==> src/rtl/shared_reg_arbiter_pkg.sv <==
// Shared types and helpers for the round-robin shared-register arbiter.
package shared_reg_arbiter_pkg;

  localparam int unsigned MAX_REQ = 8;
  localparam int unsigned IDX_W   = 3;

  typedef enum logic {IDLE, GRANTED} state_t;

  typedef struct packed {
    logic             found;
    logic [IDX_W-1:0] idx;
  } rr_pick_t;

  function automatic int unsigned owner_width(input int unsigned n);
    return (n > 1) ? $clog2(n) : 1;
  endfunction

  // First set bit of vec[num-1:0], scanning upward from ptr with wrap-around.
  function automatic rr_pick_t rr_first(input logic [MAX_REQ-1:0] vec,
                                        input int unsigned num,
                                        input int unsigned ptr);
    rr_pick_t    pick;
    int unsigned cand;
    pick = '0;
    for (int unsigned i = 0; i < MAX_REQ; i++) begin
      cand = (ptr + i) % num;
      if (i < num && !pick.found && vec[cand[IDX_W-1:0]]) begin
        pick.found = 1'b1;
        pick.idx   = cand[IDX_W-1:0];
      end
    end
    return pick;
  endfunction

endpackage

==> src/rtl/shared_reg_store.sv <==
// Enable-gated D register with synchronous clear; clear wins over enable.
module shared_reg_store #(
  parameter int unsigned WIDTH = 8
) (
  input  logic             clk,
  input  logic             clear,
  input  logic             en,
  input  logic [WIDTH-1:0] d,
  output logic [WIDTH-1:0] q,
  output logic [WIDTH-1:0] q_bar
);

  always_ff @(posedge clk) begin
    if (clear)   q <= '0;
    else if (en) q <= d;
  end

  assign q_bar = ~q;

endmodule

==> src/rtl/shared_reg_arbiter.sv <==
// Round-robin arbiter with optional bounded lock, sequencing writes of the
// granted requester's data into one shared register.
module shared_reg_arbiter
  import shared_reg_arbiter_pkg::*;
#(
  parameter int unsigned NUM_REQ  = 4,
  parameter int unsigned WIDTH    = 8,
  parameter int unsigned MAX_HOLD = 4
) (
  input  logic                       clk,
  input  logic                       reset,
  input  logic [NUM_REQ-1:0]         req,
  input  logic [NUM_REQ-1:0]         lock,
  input  logic [NUM_REQ*WIDTH-1:0]   data,
  output logic [NUM_REQ-1:0]         gnt,
  output logic [NUM_REQ-1:0]         ack,
  output logic [$clog2(NUM_REQ)-1:0] owner,
  output logic                       busy,
  output logic [WIDTH-1:0]           q,
  output logic [WIDTH-1:0]           q_bar
);

  localparam int unsigned        OWNER_W   = owner_width(NUM_REQ);
  localparam int unsigned        HOLD_W    = $clog2(MAX_HOLD + 1);
  localparam logic [HOLD_W-1:0]  HOLD_LAST = HOLD_W'(MAX_HOLD - 1);
  localparam logic [OWNER_W-1:0] LAST_REQ  = OWNER_W'(NUM_REQ - 1);

  state_t             state_q, state_d;
  logic [OWNER_W-1:0] owner_q, owner_d;
  logic [OWNER_W-1:0] rr_ptr_q, rr_ptr_d;
  logic [OWNER_W-1:0] next_ptr;
  logic [HOLD_W-1:0]  hold_q, hold_d;
  logic [NUM_REQ-1:0] owner_hot;
  logic [MAX_REQ-1:0] scan_vec;
  logic               wr_en;
  logic               keep;
  logic [WIDTH-1:0]   wr_data;
  rr_pick_t           pick;

  always_ff @(posedge clk) begin
    if (reset) begin
      state_q  <= IDLE;
      owner_q  <= '0;
      rr_ptr_q <= '0;
      hold_q   <= '0;
    end else begin
      state_q  <= state_d;
      owner_q  <= owner_d;
      rr_ptr_q <= rr_ptr_d;
      hold_q   <= hold_d;
    end
  end

  // In GRANTED the scan already starts from the post-release pointer and
  // skips the owner, so a handover needs no idle bubble.
  always_comb begin
    wr_en    = (state_q == GRANTED) && req[owner_q];
    keep     = wr_en && lock[owner_q] && (hold_q < HOLD_LAST);
    next_ptr = (owner_q == LAST_REQ) ? '0 : owner_q + 1'b1;
    scan_vec = '0;
    scan_vec[NUM_REQ-1:0] = (state_q == GRANTED) ? (req & ~owner_hot) : req;
    pick     = rr_first(scan_vec, NUM_REQ,
                        (state_q == GRANTED) ? int'(next_ptr) : int'(rr_ptr_q));
    state_d  = state_q;
    owner_d  = owner_q;
    rr_ptr_d = rr_ptr_q;
    hold_d   = hold_q;
    case (state_q)
      IDLE: begin
        if (pick.found) begin
          state_d = GRANTED;
          owner_d = OWNER_W'(pick.idx);
          hold_d  = '0;
        end
      end
      GRANTED: begin
        if (keep) begin
          hold_d = hold_q + 1'b1;
        end else begin
          rr_ptr_d = next_ptr;
          hold_d   = '0;
          if (pick.found) owner_d = OWNER_W'(pick.idx);
          else            state_d = IDLE;
        end
      end
      default: state_d = IDLE;
    endcase
  end

  always_comb begin
    owner_hot = NUM_REQ'(1) << owner_q;
    busy      = (state_q == GRANTED);
    gnt       = busy  ? owner_hot : '0;
    ack       = wr_en ? owner_hot : '0;
    wr_data   = data[owner_q*WIDTH +: WIDTH];
  end

  assign owner = owner_q;

  shared_reg_store #(.WIDTH(WIDTH)) u_store (
    .clk   (clk),
    .clear (reset),
    .en    (wr_en),
    .d     (wr_data),
    .q     (q),
    .q_bar (q_bar)
  );

endmodule
==> config.mk <==
export PLATFORM = sky130hd
export DESIGN_NAME = shared_reg_arbiter
export DESIGN_NICKNAME = d
export VERILOG_FILES = /design/src/rtl/shared_reg_arbiter_pkg.sv /design/src/rtl/shared_reg_store.sv /design/src/rtl/shared_reg_arbiter.sv
export SDC_FILE = /design/constraint.sdc
export NUM_CORES = 1
export LEC_CHECK = 0
export BUFFER_PORTS_ARGS = -buffer_cell sky130_fd_sc_hd__buf_4
export CAP_MARGIN = 10
export CORE_AREA = 2 2 62 64
export CTS_BUF_LIST = sky130_fd_sc_hd__clkbuf_4
export CTS_CLUSTER_SIZE = 40
export DETAILED_ROUTE_END_ITERATION = 8
export DIE_AREA = 0 0 64 66
export SETUP_SLACK_MARGIN = 0.2
export SYNTH_ARGS = -nofsm -noshare
export SYNTH_HDL_FRONTEND = slang
export SYNTH_SLANG_ARGS = --single-unit
==> constraint.sdc <==
create_clock -name clk -period 2.65 [get_ports clk]
set_clock_uncertainty 0.15 [all_clocks]
set_input_delay 0.1325 -clock clk [delete_from_list [all_inputs] [get_ports clk]]
set_output_delay 0.1325 -clock clk [all_outputs]
set_load 0.01 [all_outputs]
---- Word level (Yosys, flattened, before mapping) ----
Index checks and enable logic that the tools add are counted.
operators by class
  add/sub/neg operators ................... 5
  magnitude comparators ................... 6
  eq/ne operators ......................... 3
  shift-type cells ........................ 2
  multiplexer cells ....................... 30
  bitwise gates (word level) .............. 5
  reduce and logical (&&, ||, !) cells .... 10
operators with widths
  cell                                                                   count
  32-bit by 6-bit indexed part select with 8-bit output                  1
  4-bit 2-to-1 mux                                                       7
  2-bit by 4-bit < comparator with 1-bit output (second input constant)  4
  1-bit binary-select mux with 2-bit select                              6
  1-bit 2-to-1 mux                                                       8
  2-bit 2-to-1 mux                                                       4
  8-bit NOT                                                              1
  1-bit logical AND                                                      6
  3-bit 2-to-1 mux                                                       2
  3-bit one-hot mux with 2 select lines                                  1
  2-bit by 1-bit adder with 2-bit output (second input constant)         2
  2-bit adder (second input constant)                                    2
  4-bit AND                                                              1
  2-bit != test (second input constant)                                  2
  4-bit NOT                                                              1
  2-bit one-hot mux with 2 select lines                                  1
  1-bit by 2-bit left shift with 4-bit output (first input constant)     1
  3-bit by 1-bit adder with 3-bit output (second input constant)         1
  1-bit logical NOT                                                      3
  2-bit by 3-bit < comparator with 1-bit output (second input constant)  1
  3-bit by 2-bit < comparator with 1-bit output (second input constant)  1
  2-bit equality test (second input constant)                            1
  1-bit NOT                                                              2
  1-bit one-hot mux with 2 select lines                                  1
  2-bit AND reduction                                                    1
storage, ports and cells
  register bits ........................... 16
  output and inout bits ................... 27
  word-level logic and storage cells ...... 66

---- Depth between registers and ports, before layout ----
  depth after elaboration ................. 19
  depth in mapped cells ................... 7
  depth with buffers taken out ............ 6

---- Cells and area by module ----
A second synthesis with hierarchy kept.
unflattened totals
  cells, all modules ...................... 131
  area total of the unflattened synthesis .. 1234.9 um^2
by module, submodules not included
  module              instances  cells an instance  area an instance (um^2)  seq. area each (um^2)
  shared_reg_arbiter  1          97                 919.6                    160.2
  shared_reg_store    1          34                 315.3                    160.2

---- Worst setup path after synthesis ----
OpenSTA, ideal clock, no wires.
  kind .................................... flip-flop to flip-flop
  start point ............................. register owner_q[0], in the netlist owner[0]
  end point ............................... register owner_q[0], in the netlist owner[0]
  library setup time ...................... 0.059 ns
  arrival ................................. 2.104 ns
  required time ........................... 2.441 ns
  setup slack ............................. 0.337 ns
  stages on the path, launching flop included .. 7
  buffers on the path ..................... 1
  cell sequence ........................... dfxtp_1 buf_2 inv_1 ha_1 mux2_1 a2111oi_0 mux2_4
on the way
  elaborated cells between the ends (all ways) .. 40
  classes of those cells .................. 4 x add/sub; 2 x eq/ne; 1 x shift; 22 x mux; 2 x bitwise; 9 x reduce/logical
RTL lines
  what                                                                                  RTL line                                            source
  start, declared                                                                       shared_reg_arbiter.sv:29                            logic [OWNER_W-1:0] owner_q, owner_d;
  start signal, assigned                                                                shared_reg_arbiter.sv:48                            owner_q <= owner_d;
  2-bit by 1-bit adder with 2-bit output / 2-bit equality test (equally long branches)  shared_reg_arbiter.sv:59                            next_ptr = (owner_q == LAST_REQ) ? '0 : owner_q + 1'b1;
  2-bit 2-to-1 mux *                                                                    shared_reg_arbiter.sv:59
  named net next_ptr[1]                                                                 shared_reg_arbiter.sv:31                            logic [OWNER_W-1:0] next_ptr;
  2-bit 2-to-1 mux *                                                                    shared_reg_arbiter.sv:63                            (state_q == GRANTED) ? int'(next_ptr) : int'(rr_ptr_q));
  branches (longest 11 deep; another with 2-bit by 1-bit adder with 2-bit output)       n/a
  4-bit 2-to-1 mux *                                                                    shared_reg_arbiter_pkg.sv:27                        if (i < num && !pick.found && vec[cand[IDX_W-1:0]]) begin
  2-bit 2-to-1 mux *                                                                    shared_reg_arbiter.sv:70, shared_reg_arbiter.sv:82
  2-bit 2-to-1 mux                                                                      shared_reg_arbiter.sv:77                            if (keep) begin
  2-bit one-hot mux with 2 select lines *                                               shared_reg_arbiter.sv:68                            case (state_q)
Mark *: on every way through the listed nets, which the timed path passes. The select of a mux whose other input is x is not followed.
A chain may end at the register's enable or synchronous reset.

---- Worst setup path after layout ----
  start point ............................. register owner_q[0], in the netlist owner[0]
  end point ............................... register owner_q[0], in the netlist owner[0]
on the way
  word-level cells in the longest chain between the ends .. 19
  elaborated cells between the ends (all ways) .. 40
  classes of those cells .................. 4 x add/sub; 2 x eq/ne; 1 x shift; 22 x mux; 2 x bitwise; 9 x reduce/logical
RTL lines
  what
  branches (longest 19 deep; another with 2-bit by 1-bit adder with 2-bit output)
Several ways; the timed one is not identified. The select of a mux whose other input is x is not followed.

==> results.yml <==
place:
  dp_hpwl_um: 2993
  gp_congestion: 0.8546
  place.port_buffers: 68
power_and_ir_drop:
  pwr-share-seq: 0.314
  internal_power_mw: 0.6391
  powerDensity_nw_per_um2: 578.9
  peakVddDrop_v: 0.0003299
  p_sw_mw: 0.3901
  switching_share: 0.3791
  power_mw: 1.029
  p_comb_frac: 0.560
  p_clk_frac: 0.127
  p_leak_nw: 0.7989
routing:
  viasPerCell: 5.191
  drc: 0
  first_iter_violations: 73
  drtAntennaViolNets: 0
  wl_per_cell_um: 14.60
  wl_um: 3665
  drt_first_pass_iters: 4
  dr_total_vias: 1303
timing:
  finalSetupViolations: 0
  max_freq_mhz: 444.5
  rsz0062_at_grt: "no"
  worst_pin_slew_ns: 0.6772
  maxSlewViolCount: 0
  finalCritPeriodShare: 0.8489
  hold_viol_final: 0
  period_needed_ns: 2.250
  totalNegativeSetupSlack_ns: 0
  slew_headroom: 0.5422
  holdWs_ns: 0.1323
logic_synthesis:
  synth-main-ff-cell: "dfxtp_1"
  synthAdderAreaFrac: 0.05252
  synth-xor-area-share: 0
  post-synth-top-count-cell: "nand2_1"
  synth-simple-area-share: 0.1943
  yosysUniqueCellTypes: 38
  synth_cells: 135
  seq_area_frac_synth: 0.2689
  synth_commonest_cells: "nand2_1, dfxtp_1, inv_1"
  syn-num-nets: 182
  synth.top_cell.area_share: 0.2689
  synth-compound-area-share: 0.1849
  avgSynthCellArea_um2: 8.823
  ys.warnings.count: 0
  syn_area_um2: 1191
  synth_edf_count: 0
  synth_area_leader_cell: "dfxtp_1"
  synth-seq-cells: 16
  muxShareOfSynthArea: 0.2195
  synth_top_family_by_area: "multiplexers"
  synthTopCellsByArea: "dfxtp_1, mux4_2, nand2_1"
  async_flop_share: 0
worst_setup_path:
  critPathLaunchType: "register"
  cp-end-kind: "register"
  worstPathArrival_ns: 2.33
  path_class: "reg -> reg"
  cp_data_required_time_ns: 2.73
  cp_max_fo: 9
finish:
  antennaDiodeCount: 0
  fillCellCount: 346
  layout-drive-gt1-share: 0.4286
  nNetsFinal: 251
  area_growth_pct: 49.27
clock_network:
  insertion_delay_ns: 0.29
  cts_inserted_buffers: 3
  clkTransAtPathRegs_ns: 0.09
  htreeDepth: 1
  cts_sinks: 16
  cts_resized: 0
  cts_root_buf: "clkbuf_4"
  ctsLongestPathBuffers: 2
  cts_tree: "yes"
global_routing:
  first_global_vias: 1331
  antenna_found_initial: 0
  grt_max_degree: 19
  track_usage: 0.1811
  grt_pass1_wl_um: 5975
  overflow: 0
floorplan:
  die_h_um: 66
  start_util: 0.3354
  core_area_um2: 3551
  rows: 22
  pin_count: 69
  die_x_um: 64
  dieArea_um2: 4224
min_path:
  hp-class: "in -> reg"
run_status:
  status: "finished, final reports clean"
job:
  max-cap-violations: 0
==> kinds of logic (layout without fill, tap and decap cells) <==
kind of cell / count (synthesis) / count (layout)
simple gates: 47 / 47
compound gates: 32 / 32
buf+inv: 22 / 90
flops: 16 / 16
mux: 13 / 13
fa+ha+maj: 5 / 5
==> power groups by stage <==
stage	clock network, mW	logic [mW]	registers [mW]
after detailed placement	0	0.571	0.329
after CTS	0.134	0.574	0.324
after global routing	0.149	0.621	0.331
final	0.130	0.576	0.323
after global placement	0	0.563	0.326
after floorplan	0	0.349	0.328
==> per-stage QoR <==
stage,instance area [um2],setup slack (ns),util,cells
5_1_grt,1778,0.2394,0.5007,251
4_1_cts,1778,0.4017,0.5007,251
6_report,1778,0.4004,0.5007,251
2_1_floorplan,1191,0.3371,-,135
3_5_place_dp,1742,0.4271,0.4905,246
3_3_place_gp,1742,0.4662,0.4905,246
==> layout make-up <==
class / instances / area [um2] / share of cell area
multi-input cells: 97 / 775.7 / 0.4363
repair buffers: 72 / 543.0 / 0.3054
flip-flops and latches: 16 / 320.3 / 0.1802
well taps: 48 / 60.06 / 0.03378
inverters: 14 / 52.55 / 0.02956
clock buffers: 3 / 22.52 / 0.01267
clock inverters: 1 / 3.754 / 0.002111
==> worst paths after layout <==
kind                              startpoint  cells after the start      endpoint  slack (ns)
worst max register to register      owner[0]                      5      owner[0]        0.40
worst min register to register  u_store.q[3]                      2  u_store.q[3]        0.33
worst max-delay path                owner[0]                      5      owner[0]        0.40
worst min-delay path                  req[1]                      4     hold_q[0]        0.13
==> registers in the layout, indices dropped and copies added (netlist names) <==
register and count:
u_store.q 8, rr_ptr_q 2, busy 1, owner 2
hold_q 3
==> placed cells by master (no fill, tap or decap), types with 2 or more instances in the layout <==
| cell | Yosys | layout |
|---|---|---|
| buf_4 | 0 | 71 |
| dfxtp_1 | 16 | 16 |
| mux4_2 | 10 | 10 |
| o21ai_1 | 3 | 3 |
| nand2_1 | 21 | 21 |
| nand2b_1 | 2 | 2 |
| and2_1 | 5 | 5 |
| a21oi_1 | 11 | 11 |
| a31oi_1 | 2 | 2 |
| inv_1 | 14 | 14 |
| clkbuf_4 | 0 | 3 |
| a21boi_0 | 3 | 3 |
| a21o_1 | 2 | 2 |
| a22oi_1 | 2 | 2 |
| ha_1 | 5 | 5 |
| nor2_1 | 10 | 10 |
| or3b_1 | 2 | 2 |
==> timing repair <==
item / in CTS / in global routing
setup buffers: 0 / 0
endpoints found under the hold margin: 4 / 0
hold buffers: 1 / 0
==> layer usage <==
| metal | GRT usage | up-vias | wire length (um) | share of wire |
|---|---|---|---|---|
| li1 | - | 625 | - | - |
| met1 | 0.2181 | 622 | 1575 | 0.43 |
| met2 | 0.3138 | 47 | 1854 | 0.51 |
| met3 | 0.05451 | 9 | 183 | 0.050 |
| met4 | 0.04620 | 0 | 51 | 0.014 |
| met5 | 0 | - | 0 | 0 |
==> worst max-delay path, cell delays in order, from the launching register on <==
cell and delay (ns):
dfxtp_1 0.43, ha_1 0.31, or3b_1 0.44, a32o_1 0.25
a2111oi_0 0.41, mux2_4 0.22
Power figures use the tool's default switching activity.
